### src/rtl/deal_pkg.sv
// Shared types, codes and helpers for the blackjack deal controller.
// Everything that both the game FSM and the card source need to agree on lives here.
package deal_pkg;

    typedef enum logic [2:0] {
        PH_IDLE    = 3'd0,
        PH_CLEAR   = 3'd1,
        PH_DEAL    = 3'd2,
        PH_P1      = 3'd3,
        PH_P2      = 3'd4,
        PH_DEALER  = 3'd5,
        PH_RESOLVE = 3'd6,
        PH_DONE    = 3'd7
    } phase_t;

    typedef enum logic [2:0] {
        XIDLE   = 3'd0,
        XDRAW   = 3'd1,
        XHOLD   = 3'd2,
        XDROP   = 3'd3,
        XSETTLE = 3'd4
    } xfer_t;

    localparam logic [1:0] RES_NONE = 2'd0;
    localparam logic [1:0] RES_WIN  = 2'd1;
    localparam logic [1:0] RES_LOSE = 2'd2;
    localparam logic [1:0] RES_PUSH = 2'd3;

    localparam logic [1:0] SEL_NONE   = 2'd0;
    localparam logic [1:0] SEL_P1     = 2'd1;
    localparam logic [1:0] SEL_P2     = 2'd2;
    localparam logic [1:0] SEL_DEALER = 2'd3;

    localparam logic [4:0] DEALER_STAND = 5'd17;
    localparam logic [4:0] BLACKJACK    = 5'd21;
    localparam logic [2:0] DEAL_CARDS   = 3'd6;
    localparam logic [3:0] MAX_RANK     = 4'd13;
    localparam logic [3:0] FACE_VALUE   = 4'd10;

    // Soft total when it fits, otherwise fall back to the all-aces-low total.
    function automatic logic [4:0] best_total(input logic [4:0] high, input logic [4:0] low);
        if (high <= BLACKJACK)
            return high;
        else if (low != 5'd0)
            return low;
        else
            return high;
    endfunction

    function automatic logic [1:0] resolve_hand(input logic [4:0] player, input logic [4:0] dealer);
        if (player > BLACKJACK)
            return RES_LOSE;
        else if (dealer > BLACKJACK)
            return RES_WIN;
        else if (player > dealer)
            return RES_WIN;
        else if (player < dealer)
            return RES_LOSE;
        else
            return RES_PUSH;
    endfunction

endpackage

### src/rtl/card_lfsr.sv
// Free-running 8-bit Fibonacci LFSR (taps 8,6,5,4) that offers a card whenever
// its low nibble is a legal rank; face cards collapse to 10.
module card_lfsr
    import deal_pkg::*;
#(
    parameter logic [7:0] SEED = 8'hA5
)
(
    input  logic       clk,
    input  logic       reset,
    output logic       cardValid,
    output logic [3:0] cardValue
);

    logic [7:0] lfsr;
    logic [3:0] rank;

    always_ff @(posedge clk or posedge reset) begin
        if (reset)
            lfsr <= SEED;
        else
            lfsr <= {lfsr[6:0], lfsr[7] ^ lfsr[5] ^ lfsr[4] ^ lfsr[3]};
    end

    assign rank      = lfsr[3:0];
    assign cardValid = (rank != 4'd0) && (rank <= MAX_RANK);
    assign cardValue = (rank > FACE_VALUE) ? FACE_VALUE : rank;

endmodule

### src/rtl/deal_controller.sv
// Blackjack game sequencer: deals, runs player and dealer turns and resolves results,
// feeding one card at a time to the hand manager through a select/card/ack handshake.
module deal_controller
    import deal_pkg::*;
#(
    parameter logic [7:0] SEED = 8'hA5
)
(
    input  logic       clk,
    input  logic       reset,
    input  logic       start,
    input  logic [1:0] hit,
    input  logic [1:0] stand,
    input  logic       cardsUpdated,
    input  logic [4:0] p1_high,
    input  logic [4:0] p1_low,
    input  logic [4:0] p2_high,
    input  logic [4:0] p2_low,
    input  logic [4:0] d_high,
    input  logic [4:0] d_low,
    output logic [1:0] userSelect,
    output logic [3:0] card,
    output logic       clearHands,
    output logic [2:0] phase,
    output logic [1:0] p1Result,
    output logic [1:0] p2Result
);

    phase_t     state, stateNext;
    xfer_t      xState, xNext;
    logic [2:0] dealIdx;
    logic [2:0] dealSlot;
    logic [1:0] xTarget;
    logic [1:0] xStartTarget;
    logic       xStart;
    logic       xIdle;
    logic       cardValid;
    logic [3:0] cardValue;
    logic [4:0] p1Best, p2Best, dBest;
    logic       p1Bust, p2Bust;

    card_lfsr #(.SEED(SEED)) u_lfsr (
        .clk       (clk),
        .reset     (reset),
        .cardValid (cardValid),
        .cardValue (cardValue)
    );

    assign p1Best     = best_total(p1_high, p1_low);
    assign p2Best     = best_total(p2_high, p2_low);
    assign dBest      = best_total(d_high, d_low);
    assign p1Bust     = p1Best > BLACKJACK;
    assign p2Bust     = p2Best > BLACKJACK;
    assign xIdle      = (xState == XIDLE);
    assign dealSlot   = (dealIdx >= 3'd3) ? dealIdx - 3'd3 : dealIdx;
    assign clearHands = (state == PH_CLEAR);
    assign phase      = state;

    always_ff @(posedge clk or posedge reset) begin
        if (reset)
            state <= PH_IDLE;
        else
            state <= stateNext;
    end

    // Decisions are only taken while the transfer engine is idle, so totals are settled
    // and any hit/stand pulse landing mid-transfer is simply dropped.
    always_comb begin
        stateNext    = state;
        xStart       = 1'b0;
        xStartTarget = SEL_NONE;
        case (state)
            PH_IDLE, PH_DONE: begin
                if (start)
                    stateNext = PH_CLEAR;
            end
            PH_CLEAR: stateNext = PH_DEAL;
            PH_DEAL: begin
                if (xIdle) begin
                    if (dealIdx == DEAL_CARDS) begin
                        stateNext = PH_P1;
                    end else if (!cardsUpdated) begin
                        xStart       = 1'b1;
                        xStartTarget = dealSlot[1:0] + 2'd1;
                    end
                end
            end
            PH_P1: begin
                if (xIdle) begin
                    if (stand[0] || (p1Best >= BLACKJACK)) begin
                        stateNext = PH_P2;
                    end else if (hit[0] && !cardsUpdated) begin
                        xStart       = 1'b1;
                        xStartTarget = SEL_P1;
                    end
                end
            end
            PH_P2: begin
                if (xIdle) begin
                    if (stand[1] || (p2Best >= BLACKJACK)) begin
                        stateNext = PH_DEALER;
                    end else if (hit[1] && !cardsUpdated) begin
                        xStart       = 1'b1;
                        xStartTarget = SEL_P2;
                    end
                end
            end
            PH_DEALER: begin
                if (xIdle) begin
                    if ((p1Bust && p2Bust) || (dBest >= DEALER_STAND)) begin
                        stateNext = PH_RESOLVE;
                    end else if (!cardsUpdated) begin
                        xStart       = 1'b1;
                        xStartTarget = SEL_DEALER;
                    end
                end
            end
            PH_RESOLVE: stateNext = PH_DONE;
            default:    stateNext = PH_IDLE;
        endcase
    end

    always_ff @(posedge clk or posedge reset) begin
        if (reset)
            dealIdx <= 3'd0;
        else if (state == PH_CLEAR)
            dealIdx <= 3'd0;
        else if ((state == PH_DEAL) && xStart)
            dealIdx <= dealIdx + 3'd1;
    end

    always_ff @(posedge clk or posedge reset) begin
        if (reset) begin
            p1Result <= RES_NONE;
            p2Result <= RES_NONE;
        end else if (((state == PH_IDLE) || (state == PH_DONE)) && start) begin
            p1Result <= RES_NONE;
            p2Result <= RES_NONE;
        end else if (state == PH_RESOLVE) begin
            p1Result <= resolve_hand(p1Best, dBest);
            p2Result <= resolve_hand(p2Best, dBest);
        end
    end

    always_ff @(posedge clk or posedge reset) begin
        if (reset)
            xState <= XIDLE;
        else
            xState <= xNext;
    end

    always_comb begin
        xNext = xState;
        case (xState)
            XIDLE:   if (xStart)        xNext = XDRAW;
            XDRAW:   if (cardValid)     xNext = XHOLD;
            XHOLD:   if (cardsUpdated)  xNext = XDROP;
            XDROP:   if (!cardsUpdated) xNext = XSETTLE;
            XSETTLE:                    xNext = XIDLE;
            default:                    xNext = XIDLE;
        endcase
    end

    // Select and card are registered so they stay frozen for the whole hold phase.
    always_ff @(posedge clk or posedge reset) begin
        if (reset) begin
            xTarget    <= SEL_NONE;
            userSelect <= SEL_NONE;
            card       <= 4'd0;
        end else begin
            if (xIdle && xStart)
                xTarget <= xStartTarget;
            if ((xState == XDRAW) && cardValid) begin
                userSelect <= xTarget;
                card       <= cardValue;
            end else if ((xState == XHOLD) && cardsUpdated) begin
                userSelect <= SEL_NONE;
                card       <= 4'd0;
            end
        end
    end

endmodule

### config.mk
export PLATFORM = sky130hd
export DESIGN_NAME = deal_controller
export DESIGN_NICKNAME = d
export VERILOG_FILES = /design/src/rtl/deal_pkg.sv /design/src/rtl/card_lfsr.sv /design/src/rtl/deal_controller.sv
export SDC_FILE = /design/constraint.sdc
export NUM_CORES = 1
export LEC_CHECK = 0
export CORE_ASPECT_RATIO = 1.5
export CORE_UTILIZATION = 50
export DETAILED_ROUTE_END_ITERATION = 8
export GPL_TIMING_DRIVEN = 1
export MAX_ROUTING_LAYER = met4
export PLACE_DENSITY_LB_ADDON = 0.3
export SKIP_CTS_REPAIR_TIMING = 1
export SLEW_MARGIN = 20
export SYNTH_ARGS = -nofsm -noshare
export SYNTH_HDL_FRONTEND = slang
export SYNTH_SLANG_ARGS = --single-unit
### constraint.sdc
create_clock -name clk -period 2.18 [get_ports clk]
set_input_delay 0.436 -clock clk [delete_from_list [all_inputs] [get_ports clk]]
set_output_delay 0.436 -clock clk [all_outputs]
set_load 0.01 [all_outputs]
### After elaboration in Yosys (flattened, before gate mapping)

Cells that the tools add are included.

| word-level totals | value |
|---|---|
| register bits | 29 |
| word-level logic and storage cells | 147 |
| output and inout bits | 14 |
| input bits | 38 |

| cells by class | value |
|---|---|
| equality and inequality tests | 24 |
| $add $sub $neg | 3 |
| bitwise gates (word level) | 3 |
| mux-type cells | 66 |
| magnitude comparators | 16 |
| reductions and logical operators | 26 |

Operator list:

| kind | count |
|---|---|
| $mux W3 | 15 |
| $mux W2 | 22 |
| $mux W5 | 6 |
| $ne A2 B2 Y1 const B | 13 |
| $pmux W3 S7 | 1 |
| $mux W1 | 16 |
| $eq A3 B3 Y1 const B | 5 |
| $ge A5 B5 Y1 const B | 3 |
| $gt A5 B5 Y1 const B | 3 |
| $le A5 B5 Y1 const B | 3 |
| $reduce_bool A5 Y1 | 3 |
| $eq A3 B2 Y1 const B | 4 |
| $mux W4 | 3 |
| $pmux W3 S4 | 1 |
| $gt A5 B5 Y1 | 2 |
| $lt A5 B5 Y1 | 2 |
| $logic_and A1 B1 Y1 | 9 |
| $reduce_and A9 Y1 | 1 |
| $pmux W2 S4 | 1 |
| $eq A3 B1 Y1 const B | 2 |
| $logic_not A3 Y1 | 2 |
| $reduce_bool A2 Y1 | 3 |
| $gt A4 B4 Y1 const B | 1 |
| $le A4 B4 Y1 const B | 1 |
| 11 further kinds | 16 |

### Longest topological paths before layout

Gate-level depths: netlist (run 1).

| depth | value |
|---|---|
| word-level depth | 12 |
| mapped depth | 11 |
| gate-level depth less buffers | 11 |

### By module

From an unflattened synthesis (run 1), not the netlist that was laid out.

| second synthesis, totals | value |
|---|---|
| cells, all modules | 262 |
| area total of the unflattened synthesis | 2289.7 µm² |

By module, submodules not included:

| module | area each (µm²) | instances | cells each | sequential area each (µm²) |
|---|---|---|---|---|
| deal_controller | 2009.4 | 1 | 243 | 525.5 |
| card_lfsr | 280.3 | 1 | 19 | 205.2 |

### Worst setup path after synthesis (run 1)

Ideal clock, no wire load.

| timing | value |
|---|---|
| path type | input to register |
| start | input port d_low[0] |
| end | register p1Result[1] |
| data required time | 2.047 ns |
| path buffers | 0 |
| path slack | -0.555 ns |
| setup time | 0.133 ns |
| arrival | 2.602 ns |
| stages on the path | 9 |
| cell sequence | or4_4 -> o211ai_2 -> a22oi_1 -> ha_1 -> a21oi_1 -> maj3_2 -> maj3_2 -> a211oi_2 -> a211oi_1 |

| between the ends | value |
|---|---|
| word-level cells in the longest chain between the ends | 9 |
| elaborated cells on any way between the ends | 10 |
| classes of those cells | 2 x order compare; 7 x mux; 1 x reduce/logical |

Ends and longest elaborated chain:

| element | RTL line | text |
|---|---|---|
| start, declared | deal_controller.sv:20 | `input logic [4:0] d_low,` |
| $reduce_bool A5 Y1 | deal_pkg.sv:44 | `else if (low != 5'd0)` |
| $mux W5 (*) | deal_pkg.sv:44 |  |
| $mux W5 (*) | deal_pkg.sv:42 | `if (high <= BLACKJACK)` |
| $gt A5 B5 Y1 | deal_pkg.sv:55 | `else if (player > dealer)` |
| $mux W2 | deal_pkg.sv:55 |  |
| $mux W2 (*) | deal_pkg.sv:53 | `else if (dealer > BLACKJACK)` |
| $mux W2 (*) | deal_pkg.sv:51 | `if (player > BLACKJACK)` |
| $mux W2 (*) | deal_controller.sv:139 | `end else if (state == PH_RESOLVE) begin` |
| $mux W2 (*) | deal_controller.sv:136 | `end else if (((state == PH_IDLE) \|\| (state == PH_DONE)) && start) begin` |
| end signal, assigned | deal_controller.sv:140 | `p1Result <= resolve_hand(p1Best, dBest);` |
| end, declared | deal_controller.sv:25 | `output logic [1:0] p1Result,` |

Mark *: on every way between the ends. The rest lies on a longest branch, timed or not. The select of a mux whose other input is x is not followed.
A chain may end at the register's enable or synchronous reset.

### Worst setup path in the final report (run 1)

| timing | value |
|---|---|
| start | input port d_low[0] |
| end | register p2Result[0] |

| between the ends | value |
|---|---|
| word-level cells in the longest chain between the ends | 10 |
| elaborated cells on any way between the ends | 12 |
| classes of those cells | 3 x order compare; 8 x mux; 1 x reduce/logical |

Ends and longest elaborated chain:

| element | RTL line | text |
|---|---|---|
| $reduce_bool A5 Y1 | deal_pkg.sv:44 |  |
| $mux W5 (*) | deal_pkg.sv:44 |  |
| $mux W5 (*) | deal_pkg.sv:42 |  |
| $lt A5 B5 Y1 | deal_pkg.sv:57 | `else if (player < dealer)` |
| $mux W1 | deal_pkg.sv:57 |  |
| $mux W2 | deal_pkg.sv:55 |  |
| $mux W2 (*) | deal_pkg.sv:53 |  |
| $mux W2 (*) | deal_pkg.sv:51 |  |
| $mux W2 (*) | deal_controller.sv:139 |  |
| $mux W2 (*) | deal_controller.sv:136 |  |
| end signal, assigned | deal_controller.sv:141 | `p2Result <= resolve_hand(p2Best, dBest);` |
| end, declared | deal_controller.sv:26 | `output logic [1:0] p2Result` |

Marked as above.

==> impl_metrics.json, run 1 <==
{
  "ir_drop_v": 0.000372,
  "synthesis.area_um2": 2300,
  "mostFrequentLayoutCell": "buf_4",
  "portBuffers": 51,
  "fmax_ghz": 0.390,
  "post_synth_num_cell_types": 62,
  "die_area_um2": 4890,
  "synth_edf_count": 0,
  "crit_required_ps": 2360,
  "rsz0062_at_grt": "yes",
  "p_comb_share_pct": 25.6,
  "whs_path_depth": 0,
  "finalClockSkew_ps": 3.65,
  "post_synth_fa_ha_maj_area_fraction_pct": 5.75,
  "ant_nets": 0,
  "numCtsBuffers": 5,
  "diodes": 0,
  "areaGrowthSynthToFinish_pct": 59.8,
  "clock-sinks": 29,
  "cp_max_fo": 2,
  "finalSetupViolations": 7,
  "grtUsageMet2_pct": 55.4,
  "gp_congestion": 0.894,
  "ys_seq_area_share_pct": 31.7,
  "io_pins": 52,
  "finalCritPeriodShare_pct": 118,
  "synth_top_family_by_area": "compound AO/OA/AOI/OAI gates",
  "finalWirelength_um": 7210,
  "critical_path_depth": 14,
  "clk_pin_slew_worst_paths_ps": 70,
  "end_kind": "register",
  "whs_ps": 370,
  "violations": "DRC, setup timing",
  "hpwl_um": 5120,
  "track_usage_pct": 28.7,
  "synth-xor-area-share_pct": 2.66,
  "dpl_worst_slack_ps": -1010,
  "ys.flop_type": "dfrtp_1",
  "maxSlewViolCount": 0,
  "drtIter0Drc": 158,
  "fin_ws_ps": -384,
  "switching_power_mw": 0.405,
  "maxCapViolations": 0,
  "p_leak_nw": 1.80,
  "synth-compound-area-share_pct": 31.5,
  "cts_root_buffer": "clkbuf_8",
  "placement_rows": 29,
  "swShare_pct": 24.9,
  "relSlewSlack_pct": 64.8,
  "tns_ps": -1620,
  "path_cells": "buf_6 -> or4_4 -> o211ai_4 -> buf_4 -> a22o_1 -> buf_4 -> buf_4 -> ha_2 -> inv_2 -> a21oi_2 -> maj3_2 -> o21ai_2 -> a32o_1 -> a31o_1",
  "grt_util_met1_pct": 27.1,
  "finalNetCount": 439,
  "cpMostUsedCell": "buf_4",
  "antenna_found_initial": 0,
  "yosys.area_share.simple_pct": 21.3,
  "power_frac_clock_pct": 41.2,
  "rr_worst_depth": 7,
  "clockBufferDepth": 2,
  "hold_class": "register to register",
  "global_route.usage.met3_pct": 2.90,
  "ys_ff_latch": 29,
  "tightest_slew_ps": 526,
  "syn_nets": 314,
  "pwr_density_cell_nw_per_um2": 442,
  "cp-start-kind": "input port",
  "hold_viol": 0,
  "p_seq_share_pct": 33.1,
  "netlist_instances": 268,
  "chipHeight_um": 85.2,
  "path_class": "input port to register",
  "htreeDepth": 2,
  "critical_path.top_delay_family": "compound AO/OA/AOI/OAI gates",
  "start_util_pct": 53.4,
  "tritoncts": "yes",
  "worstPathBufferInverterCount": 5,
  "drive_gt1_share_pct": 36.5,
  "yosys_warnings": 0,
  "timing.final.crit_period_ps": 2560,
  "core_area_um2": 4320,
  "insertion_delay_ps": 280,
  "grt_max_degree": 30,
  "routedWlPerCell_um": 16.4,
  "crit_arrival_ps": 2740,
  "firstDrtPassIters": 6,
  "cp_slowest_cell": "or4_4",
  "syn_area_per_cell_um2": 8.60,
  "vias": 2714,
  "drc": 3,
  "die_w_um": 57.4,
  "grt-ovfl-total": 0,
  "grt_pass1_wl_um": 10900,
  "grt_pass1_vias": 2715,
  "synthArstFlopShare_pct": 100,
  "slowest_delay_ps": 550,
  "final_cell_mix": "buf_4 (71), clkdlybuf4s50_1 (29), dfrtp_1 (25)",
  "internal_power_mw": 1.22,
  "status": "finished, violations left",
  "grt_busiest_layer": "met2",
  "synthMuxAreaShare_pct": 3.15,
  "viasPerCell": 6.17
}
[logic make-up after synthesis]
group	Yosys count
DFF	29
adders and majority gates	11
and+or+nand+nor	95
muxes	7
AOI/OAI and AO/OA	95
xor gates and xnor gates	7
buffers and inverters	24
[sequential cells by signal, summed over array words and instances, names as in the netlist]
signal / count
userSelect: 2
phase: 3
xTarget: 2
card: 4
dealIdx: 3
p2Result: 2
p1Result: 2
xState: 3
u_lfsr.lfsr: 8
[through the flow]
step	area [um^2]	util, %	std cells	total power, mW
after global placement	3400	78.7	428	0.924
final	3680	85.3	440	1.63
after floorplan	2330	-	268	0.717
after global routing	3680	85.3	440	1.67
after CTS	3530	81.8	436	1.60
after detailed placement	3400	78.7	428	0.936
[worst reg2reg max path, stage by stage (launching register included)]
cell      delay (ps)
dfrtp_1          480
inv_1            180
nor2_1           100
o21ai_0          420
nor3b_1          120
a31o_1           260
a211oi_4         270
mux2_4           320
[metal layers]
metal / vias up / wire [um]
li1: 1269 / -
met1: 1303 / 2570
met5: - / 0
met2: 101 / 4060
met3: 41 / 262
met4: 0 / 318
[cells in the mapped netlist (4+ instances only)]
cell type | instances | area (um^2)
o21ai_0 | 16 | 80.1
a32o_1 | 4 | 40.0
nor4_1 | 5 | 31.3
a22oi_1 | 4 | 30.0
nor2_1 | 24 | 90.1
dfrtp_1 | 25 | 626
a21oi_1 | 17 | 85.1
nand2b_1 | 4 | 25.0
dfstp_2 | 4 | 105
a31o_2 | 4 | 35.0
clkbuf_1 | 7 | 26.3
xnor2_1 | 6 | 52.6
inv_1 | 17 | 63.8
nand3_1 | 4 | 20.0
nand2_1 | 23 | 86.3
ha_1 | 8 | 100
nor3_1 | 10 | 50.1
mux2i_1 | 5 | 50.1
a22o_1 | 5 | 43.8
and2_1 | 4 | 25.0
a21o_1 | 4 | 30.0
[cell type report]
cell class                      count  area [um^2]
Multi-Input combinational cell    215         1610
Timing Repair Buffer              125         1080
Sequential cell                    29          731
Fill cell                         237          634
Clock buffer                        5         68.8
Clock inverter                      3         65.1
Inverter                           17         63.8
Tap cell                           46         57.6
[power groups by stage]
stage               Clock [mW]  Combinational [mW]  Sequential (mW)
finish                   0.671               0.417            0.539
CTS                      0.676               0.389            0.539
global route             0.685               0.450            0.539
detailed placement           0               0.387            0.549
floorplan                    0               0.168            0.549
global placement             0               0.376            0.549
[final timing paths]
check	from	endpoint	slack, ps
min in group asynchronous	reset	phase[2]	520
max in group asynchronous	reset	u_lfsr.lfsr[0]	1350
hold / removal	u_lfsr.lfsr[6]	u_lfsr.lfsr[7]	370
setup reg to reg	phase[2]	xTarget[0]	-70
setup / recovery	d_low[0]	p2Result[0]	-380
hold reg to reg	u_lfsr.lfsr[6]	u_lfsr.lfsr[7]	370
(Power assumes the default switching activity.)
==> run 2: changes to the inputs <==
--- a/config.mk
+++ b/config.mk
@@ -8,6 +8,7 @@
 export CORE_ASPECT_RATIO = 1.5
 export CORE_UTILIZATION = 50
 export DETAILED_ROUTE_END_ITERATION = 8
+export DONT_BUFFER_PORTS = 1
 export GPL_TIMING_DRIVEN = 1
 export MAX_ROUTING_LAYER = met4
 export PLACE_DENSITY_LB_ADDON = 0.3
==> impl_metrics.json, run 2 (synthesis gave the netlist of run 1 again) <==
{
  "regArea_um2": 732,
  "portBuffers": 0,
  "num-fill-cells": 355,
  "crit_required_ps": 2330,
  "grt_pass1_vias": 2256,
  "htreeDepth": 2,
  "multiInputGateArea_um2": 1550,
  "tns_ps": -1330,
  "finalClockSkew_ps": 8.09,
  "firstDrtPassIters": 7,
  "power_frac_clock_pct": 45.2,
  "pwr_density_cell_nw_per_um2": 511,
  "wirelength_met1_um": 2150,
  "antenna_found_initial": 0,
  "drive_gt1_share_pct": 30.5,
  "wl_met3_um": 230,
  "numCtsBuffers": 5,
  "die_w_um": 57.4,
  "finalSetupViolations": 7,
  "top_register": "u_lfsr.lfsr",
  "routedWlPerCell_um": 16.3,
  "largest_register_ffs": 8,
  "vias": 2263,
  "status": "finished, violations left",
  "drtIter0Drc": 63,
  "relSlewSlack_pct": 68.9,
  "cp_max_fo": 3,
  "die_area_um2": 4890,
  "tightest_slew_ps": 463,
  "viasPerCell": 6.27,
  "io_pins": 52,
  "dpl_worst_slack_ps": -585,
  "drc": 3,
  "violations": "DRC, setup timing",
  "finalNetCount": 360,
  "fmax_ghz": 0.402,
  "fin_ws_ps": -308,
  "swShare_pct": 23.0,
  "cpMostUsedCell": "maj3_2",
  "finalWirelength_um": 5870,
  "maxSlewViolCount": 0,
  "hpwl_um": 4510,
  "hold_class": "input port to async pin",
  "start_util_pct": 53.4,
  "ir_drop_v": 0.000304,
  "rsz0062_at_grt": "yes",
  "timing.final.crit_period_ps": 2490,
  "ant_nets": 0,
  "track_usage_pct": 25.2,
  "gp_congestion": 0.894,
  "grt_max_degree": 30,
  "dp.cells": 348,
  "finalCritPeriodShare_pct": 114,
  "tritoncts": "yes",
  "reg.largest.list": "u_lfsr.lfsr (8), card (4)",
  "core_area_um2": 4320,
  "grt-ovfl-total": 0,
  "p_seq_share_pct": 36.6,
  "clockBufferDepth": 2,
  "insertion_delay_ps": 280,
  "internal_power_mw": 1.14,
  "path_cells": "or4_4 -> o211ai_4 -> a22oi_2 -> ha_1 -> a21oi_2 -> maj3_2 -> maj3_2 -> a211oi_2 -> a211oi_1",
  "placement_rows": 29,
  "clk_pin_slew_worst_paths_ps": 70,
  "cp_slowest_cell": "or4_4",
  "final_cell_mix": "buf_4 (44), nor2_1 (24), dfrtp_1 (24)",
  "cp-start-kind": "input port",
  "p_leak_nw": 1.32,
  "p_comb_share_pct": 18.2,
  "wl_met2_um": 3360,
  "mostFrequentLayoutCell": "buf_4",
  "end_kind": "register",
  "critical_path.top_delay_family": "adder cells",
  "diodes": 0,
  "worstPathBufferInverterCount": 0,
  "highest_layer": "met4",
  "areaGrowthSynthToFinish_pct": 25.2,
  "crit_arrival_ps": 2640,
  "clock-sinks": 29,
  "slowest_delay_ps": 540,
  "switching_power_mw": 0.339,
  "maxCapViolations": 0,
  "cts_root_buffer": "clkbuf_8",
  "chipHeight_um": 85.2,
  "hold_viol": 0,
  "path_class": "input port to register",
  "fin_cells": 361,
  "grt_pass1_wl_um": 9470
}
## run 2: changes by cell type in the layout (fill, tap and decap cells not counted), moves of 2 or more
cell             before  now
buf_4                71   44
clkdlybuf4s50_1      29    0
clkbuf_2              6    0
a22oi_2               3    1
nor4_1                3    5
buf_6                 5    2
nor4_2                2    0
a22oi_1               1    3
a21oi_1              12   14
dlymetal6s2s_1       14    0
a21oi_2               6    4
## run 2: through the flow
step           cell area [um^2]  utilization (%)  hold WS (ps)  power (mW)
6_report                   2890             66.9           102        1.47
5_1_grt                    2890             66.9           157        1.52
4_1_cts                    2800             64.9           116        1.46
3_5_place_dp               2670             61.8           338       0.792
3_3_place_gp               2670             61.8           336       0.786
2_1_floorplan              2330                -           333       0.717
## run 2: per-layer routing
metal  up-vias  global-route usage (%)
met3        13                    4.27
met5         -                       -
li1       1108                       -
met4         0                    10.4
met1      1091                    23.9
met2        51                    48.1
## run 2: worst paths after layout
kind / from / endpoint / slack, ps / cells after the start
worst min register to register: u_lfsr.lfsr[6] / u_lfsr.lfsr[7] / 340 / 0
worst max-delay path: d_low[3] / p1Result[1] / -310 / 9
worst min-delay path: reset / dealIdx[2] / 100 / 2
worst max register to register: phase[2] / xTarget[0] / 110 / 7
min in group clk: u_lfsr.lfsr[6] / u_lfsr.lfsr[7] / 340 / 0
max in group asynchronous: reset / u_lfsr.lfsr[2] / 1750 / 2
## run 2: cell type report
cell class	instances	share of cell area [%]
Multi-Input combinational cell	215	53.6
Clock buffer	5	2.38
Sequential cell	29	25.4
Timing Repair Buffer	46	12.2
Clock inverter	3	2.25
Inverter	17	2.21
Tap cell	46	1.99
## run 2: power groups by stage
| stage | Sequential (mW) | Combinational, mW | Clock [mW] |
|---|---|---|---|
| 2_1_floorplan | 0.549 | 0.168 | 0 |
| 3_3_place_gp | 0.549 | 0.237 | 0 |
| 3_5_place_dp | 0.549 | 0.243 | 0 |
| 4_1_cts | 0.539 | 0.244 | 0.678 |
| 5_1_grt | 0.539 | 0.296 | 0.689 |
| 6_report | 0.539 | 0.268 | 0.667 |
## run 2: worst register-to-register path: cells and delay by family (launching register included)
| kind | cells | cell delay, ps |
|---|---|---|
| AOI/OAI and AO/OA | 3 | 830 |
| DFF | 1 | 480 |
| muxes | 1 | 320 |
| buffers and inverters | 1 | 160 |
| and+or+nand+nor | 2 | 160 |
==> run 3: changes to the inputs <==
--- a/config.mk
+++ b/config.mk
@@ -5,8 +5,10 @@
 export SDC_FILE = /design/constraint.sdc
 export NUM_CORES = 1
 export LEC_CHECK = 0
+export CELL_PAD_IN_SITES_DETAIL_PLACEMENT = 1
+export CELL_PAD_IN_SITES_GLOBAL_PLACEMENT = 1
 export CORE_ASPECT_RATIO = 1.5
-export CORE_UTILIZATION = 50
+export CORE_UTILIZATION = 47
 export DETAILED_ROUTE_END_ITERATION = 8
 export DONT_BUFFER_PORTS = 1
 export GPL_TIMING_DRIVEN = 1
==> impl_metrics.json, run 3 (synthesis gave the netlist of run 1 again) <==
{
  "grt_pass1_vias": 2528,
  "path_class": "input port to register",
  "highest_layer": "met4",
  "grt-ovfl-total": 0,
  "die_area_um2": 5190,
  "hpwl_um": 5410,
  "antenna_found_initial": 0,
  "ir_drop_v": 0.000215,
  "cp_slowest_cell": "or4_4",
  "crit_required_ps": 2400,
  "viasPerCell": 6.23,
  "track_usage_pct": 29.1,
  "fin_ws_ps": -251,
  "routedWlPerCell_um": 19.0,
  "reg.largest.list": "u_lfsr.lfsr (8), card (4)",
  "drc": 0,
  "wl_met2_um": 4090,
  "clock-sinks": 29,
  "vias": 2366,
  "finalClockSkew_ps": 5.66,
  "placement_rows": 30,
  "portBuffers": 0,
  "relSlewSlack_pct": 55.2,
  "cpMostUsedCell": "maj3_2",
  "io_pins": 52,
  "areaGrowthSynthToFinish_pct": 25.1,
  "core_area_um2": 4620,
  "regArea_um2": 731,
  "die_w_um": 59.2,
  "finalSetupViolations": 5,
  "num-fill-cells": 560,
  "drive_gt1_share_pct": 31.0,
  "end_kind": "register",
  "hold_viol": 0,
  "critical_path.top_delay_family": "adder cells",
  "cp_max_fo": 3,
  "status": "finished, violations left",
  "top_register": "u_lfsr.lfsr",
  "mostFrequentLayoutCell": "buf_4",
  "numCtsBuffers": 5,
  "largest_register_ffs": 8,
  "start_util_pct": 49.9,
  "firstDrtPassIters": 4,
  "finalWirelength_um": 7220,
  "grt_pass1_wl_um": 11200,
  "tritoncts": "yes",
  "violations": "setup timing",
  "tightest_slew_ps": 672,
  "final_cell_mix": "buf_4 (46), dfrtp_1 (25), nor2_1 (24)",
  "finalCritPeriodShare_pct": 112,
  "slowest_delay_ps": 540,
  "fmax_ghz": 0.411,
  "path_cells": "or4_4 -> o211ai_4 -> a22oi_2 -> ha_4 -> a21oi_2 -> maj3_2 -> maj3_2 -> a211oi_2 -> o311a_1",
  "dp.cells": 371,
  "multiInputGateArea_um2": 1570,
  "grt_max_degree": 17,
  "wirelength_met1_um": 2490,
  "hold_class": "input port to async pin",
  "cts_root_buffer": "clkbuf_8",
  "htreeDepth": 2,
  "p_leak_nw": 1.31,
  "maxSlewViolCount": 0,
  "insertion_delay_ps": 280,
  "finalNetCount": 361,
  "cp-start-kind": "input port",
  "clk_pin_slew_worst_paths_ps": 70,
  "crit_arrival_ps": 2660,
  "chipHeight_um": 87.8,
  "rsz0062_at_grt": "yes",
  "diodes": 0,
  "timing.final.crit_period_ps": 2430,
  "worstPathBufferInverterCount": 0,
  "pwr_density_cell_nw_per_um2": 437,
  "finalPower_mw": 1.26,
  "clockBufferDepth": 2,
  "wl_met3_um": 319,
  "maxCapViolations": 0,
  "drtIter0Drc": 97,
  "ant_nets": 0,
  "fin_cells": 380,
  "gp_congestion": 0.802
}
-- run 3: routing by layer --
metal  vias up  track usage, %
met5         -               -
met4         0            13.4
met3        30            5.76
met2        75            55.9
met1      1147            26.4
li1       1114               -
-- run 3: power breakdown --
group          switching [mW]  internal [mW]
Combinational           0.140          0.143
Sequential           0.000223          0.539
Clock                   0.218          0.220
-- run 3: area by class of cell --
| cell class | instances | area share, % |
|---|---|---|
| Multi-Input combinational cell | 215 | 54.3 |
| Tap cell | 64 | 2.78 |
| Clock inverter | 3 | 0.608 |
| Sequential cell | 29 | 25.3 |
| Inverter | 17 | 2.21 |
| Clock buffer | 5 | 2.39 |
| Timing Repair Buffer | 47 | 12.4 |
-- run 3: path summary, 6_finish.rpt --
path,to,startpoint,slack [ps],depth (start not counted)
min in group clk,xState[0],cardsUpdated,340,2
max in group asynchronous,u_lfsr.lfsr[7],reset,1380,2
setup / recovery,p1Result[0],d_low[3],-250,9
hold / removal,xTarget[1],reset,140,1
hold reg to reg,u_lfsr.lfsr[7],u_lfsr.lfsr[6],370,0
setup reg to reg,phase[0],dealIdx[0],110,9
-- run 3: worst register-to-register path, delay by kind of cell (launching register included) --
| kind | cells | cell delay (ps) |
|---|---|---|
| buffers and inverters | 2 | 280 |
| AND/OR/NAND/NOR | 1 | 160 |
| AO/OA/AOI/OAI | 5 | 840 |
| adder cells (fa/ha/maj) | 1 | 200 |
| flip-flops | 1 | 470 |
-- run 3: per-stage QoR --
step / cell area, um^2 / setup WS (ps) / TNS, ps / util (%) / hold slack (ps)
4_1_cts: 2820 / -282 / -1170 / 61.0 / 144
3_3_place_gp: 2730 / -521 / -3310 / 59.1 / 342
6_report: 2880 / -251 / -884 / 62.4 / 136
3_5_place_dp: 2730 / -574 / -3760 / 59.1 / 359
5_1_grt: 2880 / -345 / -1410 / 62.4 / 178
2_1_floorplan: 2330 / -511 / -1820 / - / 333
